==> config.mk <==
export PLATFORM = sky130hd
export DESIGN_NAME = harmonic_scheduler
export DESIGN_NICKNAME = d
export VERILOG_FILES = /design/src/rtl/harmonic_scheduler.sv
export SDC_FILE = /design/constraint.sdc
export NUM_CORES = 1
export LEC_CHECK = 0
export CORE_MARGIN = 4
export CORE_UTILIZATION = 34
export DETAILED_ROUTE_END_ITERATION = 10
export GPL_TIMING_DRIVEN = 1
export HOLD_SLACK_MARGIN = 0.12
export PLACE_DENSITY_LB_ADDON = 0.1
export SLEW_MARGIN = 20
export SYNTH_ARGS = -nofsm -noshare
export SYNTH_HDL_FRONTEND = slang
export SYNTH_SLANG_ARGS = --single-unit
==> constraint.sdc <==
create_clock -name Main_Clock -period 2.63 [get_ports Main_Clock]
set_input_delay 0.789 -clock Main_Clock [delete_from_list [all_inputs] [get_ports Main_Clock]]
set_output_delay 0.789 -clock Main_Clock [all_outputs]
set_load 0.005 [all_outputs]
==> src/rtl/harmonic_scheduler.sv <==
// Per-sample harmonic sequencer for the additive oscillator: steps harmonics, drives lookup/multiplier/adders, latches and sends.
// Optional macro HARMONIC_SCHEDULER_OVERRUN_COUNT_EN builds a saturating overrun-tick counter on o_Overrun_Count.
module harmonic_scheduler #(
  parameter int NUM_HARMONICS   = 50,
  parameter int NUM_ADDERS      = 2,
  parameter int SAMPLE_INTERVAL = 1500,
  parameter int HARM_W          = 8
) (
  input  logic                  Main_Clock,
  input  logic                  Reset,
  input  logic [HARM_W-1:0]     i_Max_Harmonic,
  input  logic                  i_Freq_Too_High,
  input  logic                  i_Sample_Ready,
  output logic                  o_Next_Sample,
  output logic [HARM_W-1:0]     o_Harmonic,
  output logic                  o_Mult_Start,
  output logic                  o_Mult_Restart,
  input  logic                  i_Mult_Ready,
  input  logic                  i_Comb_Muted,
  output logic [NUM_ADDERS-1:0] o_Adder_Start,
  input  logic [NUM_ADDERS-1:0] i_Adder_Ready,
  output logic                  o_Adder_Clear,
  output logic                  o_Latch_Totals,
  output logic                  o_DAC_Send,
  output logic [HARM_W-1:0]     o_Harm_Count,
  output logic                  o_Overrun,
  output logic [15:0]           o_Overrun_Count
);

  localparam int TMR_W = (SAMPLE_INTERVAL > 1) ? $clog2(SAMPLE_INTERVAL) : 1;
  localparam int SEL_W = (NUM_ADDERS > 1) ? $clog2(NUM_ADDERS) : 1;

  typedef enum logic [2:0] {ST_WAIT, ST_ADD, ST_NEXT, ST_MUTE, ST_DRAIN, ST_CLEAR} state_t;

  state_t              state, state_n;
  logic [TMR_W-1:0]    timer;
  logic [SEL_W-1:0]    sel, sel_n;
  logic [HARM_W-1:0]   limit, limit_n, count, count_n, harmonic_n, harm_count_n, max_clip;
  logic [NUM_ADDERS-1:0] adder_start_n;
  logic                next_sample_n, mult_start_n, mult_restart_n, adder_clear_n, latch_n, dac_n;
  logic                tick, overrun_tick;

  assign tick         = (timer == TMR_W'(SAMPLE_INTERVAL - 1));
  assign overrun_tick = tick && (state != ST_WAIT);
  assign max_clip     = (i_Max_Harmonic > HARM_W'(NUM_HARMONICS)) ? HARM_W'(NUM_HARMONICS) : i_Max_Harmonic;

  always_comb begin
    state_n        = state;
    sel_n          = sel;
    limit_n        = limit;
    count_n        = count;
    harmonic_n     = o_Harmonic;
    harm_count_n   = o_Harm_Count;
    next_sample_n  = 1'b0;
    mult_start_n   = 1'b0;
    mult_restart_n = 1'b0;
    adder_start_n  = '0;
    adder_clear_n  = 1'b0;
    latch_n        = 1'b0;
    dac_n          = 1'b0;
    case (state)
      ST_WAIT: if (tick) begin
        dac_n          = 1'b1;
        mult_restart_n = 1'b1;
        next_sample_n  = 1'b1;
        harmonic_n     = '0;
        sel_n          = '0;
        count_n        = '0;
        limit_n        = max_clip;
        state_n        = ST_ADD;
      end
      ST_ADD: if (i_Sample_Ready && i_Adder_Ready[sel]) begin
        adder_start_n = NUM_ADDERS'(1) << sel;
        count_n       = count + 1'b1;
        state_n       = ST_NEXT;
      end
      ST_NEXT: begin
        if ((o_Harmonic >= limit) || i_Freq_Too_High) begin
          state_n = ST_DRAIN;
        end else begin
          // sel tracks h mod NUM_ADDERS, so muted harmonics still advance it
          harmonic_n    = o_Harmonic + 1'b1;
          sel_n         = (sel == SEL_W'(NUM_ADDERS - 1)) ? '0 : sel + 1'b1;
          next_sample_n = 1'b1;
          mult_start_n  = 1'b1;
          state_n       = ST_MUTE;
        end
      end
      ST_MUTE: if (i_Mult_Ready) state_n = i_Comb_Muted ? ST_NEXT : ST_ADD;
      ST_DRAIN: if (&i_Adder_Ready) begin
        latch_n      = 1'b1;
        harm_count_n = count;
        state_n      = ST_CLEAR;
      end
      ST_CLEAR: begin
        adder_clear_n = 1'b1;
        state_n       = ST_WAIT;
      end
      default: state_n = ST_WAIT;
    endcase
  end

  always_ff @(posedge Main_Clock) begin
    if (Reset) begin
      state          <= ST_WAIT;
      timer          <= '0;
      sel            <= '0;
      limit          <= '0;
      count          <= '0;
      o_Harmonic     <= '0;
      o_Harm_Count   <= '0;
      o_Next_Sample  <= 1'b0;
      o_Mult_Start   <= 1'b0;
      o_Mult_Restart <= 1'b0;
      o_Adder_Start  <= '0;
      o_Adder_Clear  <= 1'b0;
      o_Latch_Totals <= 1'b0;
      o_DAC_Send     <= 1'b0;
      o_Overrun      <= 1'b0;
    end else begin
      state          <= state_n;
      timer          <= tick ? '0 : timer + 1'b1;
      sel            <= sel_n;
      limit          <= limit_n;
      count          <= count_n;
      o_Harmonic     <= harmonic_n;
      o_Harm_Count   <= harm_count_n;
      o_Next_Sample  <= next_sample_n;
      o_Mult_Start   <= mult_start_n;
      o_Mult_Restart <= mult_restart_n;
      o_Adder_Start  <= adder_start_n;
      o_Adder_Clear  <= adder_clear_n;
      o_Latch_Totals <= latch_n;
      o_DAC_Send     <= dac_n;
      if (overrun_tick) o_Overrun <= 1'b1;
    end
  end

`ifdef HARMONIC_SCHEDULER_OVERRUN_COUNT_EN
  logic [15:0] overrun_cnt;
  always_ff @(posedge Main_Clock) begin
    if (Reset) overrun_cnt <= '0;
    else if (overrun_tick && (overrun_cnt != '1)) overrun_cnt <= overrun_cnt + 1'b1;
  end
  assign o_Overrun_Count = overrun_cnt;
`else
  assign o_Overrun_Count = '0;
`endif

endmodule

==> impl_metrics.tcl, run 1 <==
set metrics [dict create \
    max_stage_delay_ns 0.53 \
    fin_ws_ns 0.316 \
    synth_mux_area_frac 0.0355 \
    grt_pass1_vias 2142 \
    cap_violations 0 \
    numPortBuffers 40 \
    synth-xor-area-share 0.0294 \
    fin_hold_ws_ns 0.458 \
    cp.depth 7 \
    synth_compound_area_frac 0.153 \
    fin_util 0.426 \
    crit_path_start_kind "flip-flop" \
    required_ns 2.88 \
    gr-max-usage-layer "met2" \
    p_comb_frac 0.046 \
    num_rows 32 \
    drt-pass1-iter-count 4 \
    drc 0 \
    ys_ff_latch 55 \
    grt_pass1_wl_um 10100 \
    use_met2 0.208 \
    clock-root-buffer "clkbuf_8" \
    cts.sinks 55 \
    grt_use_met1 0.171 \
    p_int_w 0.00116 \
    end_kind "flip-flop" \
    grt-ovfl-total 0 \
    p_per_area_nw_per_um2 451 \
    drive_gt1_frac 0.0862 \
    avgSynthCellArea_um2 8.82 \
    p_switching_w 0.000321 \
    grt_max_degree 20 \
    synth-edff-count 0 \
    place_inst 442 \
    worst_pin_slew_ns 0.761 \
    grtUsageMet3 0.0296 \
    ys_seq_area_frac 0.411 \
    clkPwrFrac 0.385 \
    die_height_um 96.8 \
    ys_warn_count 0 \
    path_buf_inv 1 \
    cp_max_fo 8 \
    htreeDepth 2 \
    fin_cells 450 \
    synth_adder_area_share 0.0513 \
    wire_per_inst_um 13.1 \
    async_flop_share 0 \
    cp_cell_sequence "inv_1, ha_1, nand2b_1, a2111oi_2, o211ai_1, or4_1, a21oi_1" \
    fmax_mhz 432 \
    synth_cells 304 \
    post-cts-setup-buffer-count 0 \
    cts_resized 0 \
    rr_worst_depth 7 \
    hpwl_um 4490 \
    core_area_um2 7690 \
    leakage_nw 1.27 \
    cts_buffer_depth 2 \
    cts_buffers 5 \
    start_util 0.349 \
    ir_drop_uv 267 \
    syn_area_um2 2680 \
    hold_class "flip-flop to flip-flop" \
    min_period_ns 2.31 \
    crit_family "compound AO/OA/AOI/OAI gates" \
    dr_total_vias 2174 \
    place_worst_setup_slack_ns 0.0508 \
    outcome "finished clean" \
    dieArea_um2 9370 \
    finalSetupViolCount 0 \
    io_pins 57 \
    finalHoldViolCount 0 \
    vias_per_cell 4.83 \
    drtIter0Drc 82 \
    area_growth_pct 22.3 \
    arrival_ns 2.56 \
    setup_tns_ns 0 \
    routabilityCongestion 0.757 \
    yosys.area_share.simple 0.227 \
    power.share.sequential 0.569 \
    slew_headroom 0.489 \
    grt_usage 0.129 \
    antenna_found_initial 0 \
    fp.dieW_um 96.8 \
    clk_pin_slew_worst_paths_ns 0.10 \
    min_path_cells 2 \
    drv_slew 0 \
    finalCritPeriodShare 0.880 \
    cp_slowest_cell "or4_1" \
    cts_hold_buffers 0 \
    fin_worst_skew_ns 0.0138 \
    insertion_delay_ns 0.31 \
    ys_types 51 \
    nets 374 \
    antenna_cells 0 \
    ys.flop_type "dfxtp_1" \
    synth_top_family_by_area "simple AND/OR/NAND/NOR gates" \
    p_sw_frac 0.217 \
    routed_wl_um 5890 \
    ant_nets 0 \
    cts_tree "yes" \
    worst-setup-path-type "flip-flop to flip-flop" \
    rsz0062_at_grt "false" \
]
cell type report:
cell class / count / area (um^2)
Clock buffer: 6 / 72.6
Clock inverter: 2 / 38.8
Fill cell: 792 / 4410
Inverter: 17 / 63.8
Multi-Input combinational cell: 217 / 1390
Sequential cell: 55 / 1100
Tap cell: 102 / 128
Timing Repair Buffer: 51 / 483
power by group through the flow:
stage	sequential [W]	clock [W]	combinational [W]
2_1_floorplan	0.000859	0	0.0000468
3_3_place_gp	0.000860	0	0.0000679
3_5_place_dp	0.000860	0	0.0000679
4_1_cts	0.000841	0.000588	0.0000683
5_1_grt	0.000842	0.000613	0.0000763
6_report	0.000841	0.000570	0.0000679
cell families after synthesis:
group | after synthesis
AO/OA/AOI/OAI | 57
AND/OR/NAND/NOR | 115
flip-flops | 55
adder cells (fa/ha/maj) | 11
multiplexers | 9
buffers and inverters | 47
XOR/XNOR | 9
other | 1
flip-flops by register name, summed over array words and instances, names as in the netlist, 2 cells and up:
register	flops
timer	11
count	8
o_Harmonic	8
o_Adder_Start	2
limit	8
o_Harm_Count	8
state	3
cells in the final DEF (no fill, tap or decap), types with 2 or more instances in the layout:
master / count
nor3b_1: 2
and3_1: 6
or2_2: 2
o211ai_1: 2
nand4_1: 7
clkdlybuf4s50_1: 40
nor3_1: 4
nand2b_1: 6
dfxtp_1: 55
a31o_2: 2
a211oi_1: 4
o22ai_1: 2
nand3_1: 16
o31ai_1: 3
nor4_1: 3
a21oi_1: 9
o2bb2ai_1: 4
ha_1: 11
o21ai_0: 7
xor2_1: 4
inv_1: 17
or4_1: 4
nor2_1: 42
clkbuf_8: 5
xnor2_1: 5
conb_1: 16
o21a_1: 2
a31oi_1: 2
mux2i_1: 8
nand2_1: 14
a22oi_1: 3
a21o_1: 5
buf_4: 11
o311ai_0: 4
tightest hold or removal path: cells and delay by family (launching register included):
kind                   cells  cell delay [ns]
flip-flops                 1             0.31
buffers and inverters      1             0.06
AND/OR/NAND/NOR            1             0.05
cell usage after synthesis (2+ instances only):
cell       number  area, um^2
buf_4          18         135
a31oi_1         2        12.5
mux2i_1         8        80.1
ha_1           11         138
o31ai_1         3        22.5
dfxtp_1        55        1100
nand2b_1        6        37.5
a22oi_1         3        22.5
a211oi_1        4        30.0
and3_1          6        37.5
nor3b_1         2        15.0
o21ai_0         8        40.0
nor2_1         42         158
o2bb2ai_1       4        35.0
nor4_1          3        18.8
a21o_1          5        37.5
nor3_1          4        20.0
a31o_2          2        17.5
xnor2_1         5        43.8
or2_2           2        12.5
xor2_1          4        35.0
nand3_1        16        80.1
nand4_1         7        43.8
inv_1          17        63.8
o311ai_0        4        35.0
clkbuf_1       11        41.3
nand2_1        14        52.6
o21a_1          2        15.0
o211ai_1        2        15.0
o22ai_1         2        12.5
or4_1           4        30.0
a21oi_1         9        45.0
stage by stage:
| step | total power, W | instance area, um^2 |
|---|---|---|
| after floorplan | 0.000906 | 2740 |
| after global placement | 0.000928 | 3170 |
| after detailed placement | 0.000928 | 3170 |
| after CTS | 0.00150 | 3280 |
| after global routing | 0.00153 | 3280 |
| final | 0.00148 | 3280 |
routing by layer:
layer | vias up | share of wire
li1 | 1136 | -
met1 | 996 | 0.49
met2 | 38 | 0.46
met3 | 4 | 0.035
met4 | 0 | 0.011
met5 | - | 0
path summary, 6_finish.rpt:
path                                    start            end  slack, ns
worst min register to register       limit[6]       limit[6]       0.46
worst max register to register  o_Harmonic[0]  o_Harmonic[6]       0.32
worst max-delay path            o_Harmonic[0]  o_Harmonic[6]       0.32
worst min-delay path                 limit[6]       limit[6]       0.46
(Power assumes the default switching activity.)
==> inputs of run 2 (changes only) <==
Settings changed: CAP_MARGIN set to 20.
==> results of run 2 <==
No change in the layout: final DEF, timing and power equal those of run 1.
==> RTL change: new RTL, config.mk and constraints of run 1 <==
Change the parameter `NUM_ADDERS` from 2 to 4.
--- a/src/rtl/harmonic_scheduler.sv
+++ b/src/rtl/harmonic_scheduler.sv
@@ -2,7 +2,7 @@
 // Optional macro HARMONIC_SCHEDULER_OVERRUN_COUNT_EN builds a saturating overrun-tick counter on o_Overrun_Count.
 module harmonic_scheduler #(
   parameter int NUM_HARMONICS   = 50,
-  parameter int NUM_ADDERS      = 2,
+  parameter int NUM_ADDERS      = 4,
   parameter int SAMPLE_INTERVAL = 1500,
   parameter int HARM_W          = 8
 ) (
Ports: changed (resized i_Adder_Ready and o_Adder_Start); port bits go from 57 to 61. No check against the original RTL was run, so the function may have changed too.
==> RTL change against run 1 <==
Global-route usage up 1.2 points. Worst setup slack worse by 0.027 ns. Sequential share of layout area down 1.8 points. Total power up 14%. Non-clock buffer count up 12. Wire length up 16%. Cell area up 12%. Area after synthesis up 8.9%. Clock power up 25%. Utilization up 1.4 points. Count of clock-buffer cells in the layout up 7. Final cell count up 12%. Sequential cell count up 3. Critical endpoint is now count[7]. Highest routed layer unchanged.
==> RTL change: results (changes against run 1) <==
* Status: complete, no violations (unchanged)
* PD cells at 460.1 mW/mm2 (was 450.9 mW/mm2)
* Crit path max-delay cell type: mux4_2 (was or4_1)
* Layout Skew at 0.01012 ns (was 0.01376 ns)
* Worst Setup SP: i_Adder_Ready[3] (was o_Harmonic[0])
* Sequential portion of the cell area at 31.75% (was 33.59%)
* Commonest cells in the netlist: 58 x dfxtp_1, 44 x nor2_1, 18 x buf_4, 18 x inv_1, 17 x nand3_1 (was 55 x dfxtp_1, 42 x nor2_1, 18 x buf_4, 17 x inv_1, 16 x nand3_1)
* Worst r2r src: o_Harmonic[7] (was o_Harmonic[0])
* Seq_cells at 58 (was 55)
* GRT Util Overall at 14.04% (was 12.86%)
* Invs w/o clock at 18 (was 17)
* Mux share of post-synthesis cell area at 4.629% (was 3.546%)
* Clock-pin transition on the worst setup and hold timing paths at 0.07 ns (was 0.10 ns)
* #MultiIn Comb at 246 (was 217)
* Inst Count DP at 490 (was 442)
* Syn_area_per_cell at 8.714 um2 (was 8.820 um2)
* Fillers at 822 (was 792)
* Worst vdd ir at 0.0003250 V (was 0.0002672 V)
* Cell leakage power at 1.323 nW (was 1.274 nW)
* Hold path start: timer[0] (was limit[6])
* Yosys cell types at 49 (was 51)
* Cts bufs inserted at 9 (was 5)
* Main area contributors after synthesis: dfxtp_1 40%, nor2_1 5.7%, ha_1 5.1%, buf_4 4.6%, mux2i_1 3.1% (was dfxtp_1 41%, nor2_1 5.9%, ha_1 5.1%, buf_4 5.0%, mux2i_1 3.0%)
* Crit-path leading delay family: multiplexers (was compound AO/OA/AOI/OAI gates)
* CLK BUF at 13 (was 6)
* XOR/XNOR Fraction of Synth Area at 3.300% (was 2.940%)
* Routability cong. at 0.7663 (was 0.7567)
* Vias in the first global route at 2315 (was 2142)
* Fraction of layout cells with a size suffix above 1 at 10.30% (was 8.621%)
* Synth Area in Adders at 5.144% (was 5.133%)
[RTL change: cell count changes in the layout (fill, tap and decap cells not counted), moves of 5 or more]
| cell | change |
|---|---|
| a21o_1 | -5 |
| and3_1 | +5 |
| buf_4 | +8 |
| clkbuf_8 | +6 |
| nor3_1 | +7 |
| o211ai_1 | +10 |
[RTL change: report_power, final]
group / switching [mW] / leakage (nW) / internal (mW) / total, mW
Combinational: 0.0417 / 0.774 / 0.0421 / 0.0838
Sequential: 0.00312 / 0.468 / 0.882 / 0.886
Clock: 0.335 / 0.0815 / 0.379 / 0.713
[RTL change: final timing paths]
path              endpoint  slack [ns]  depth (start not counted)
hold reg to reg   timer[0]        0.44                          1
setup reg to reg    sel[1]        0.61                          7
hold / removal    timer[0]        0.44                          1
setup / recovery  count[7]        0.29                          6
[RTL change: metal layers]
layer / wire length [um] / global-route usage (%) / share of wire, %
met4: 66 / 4.041 / 0.97
met1: 3406 / 19.47 / 50
met5: 0 / 0 / 0
met3: 394 / 4.913 / 5.8
met2: 2951 / 20.51 / 43
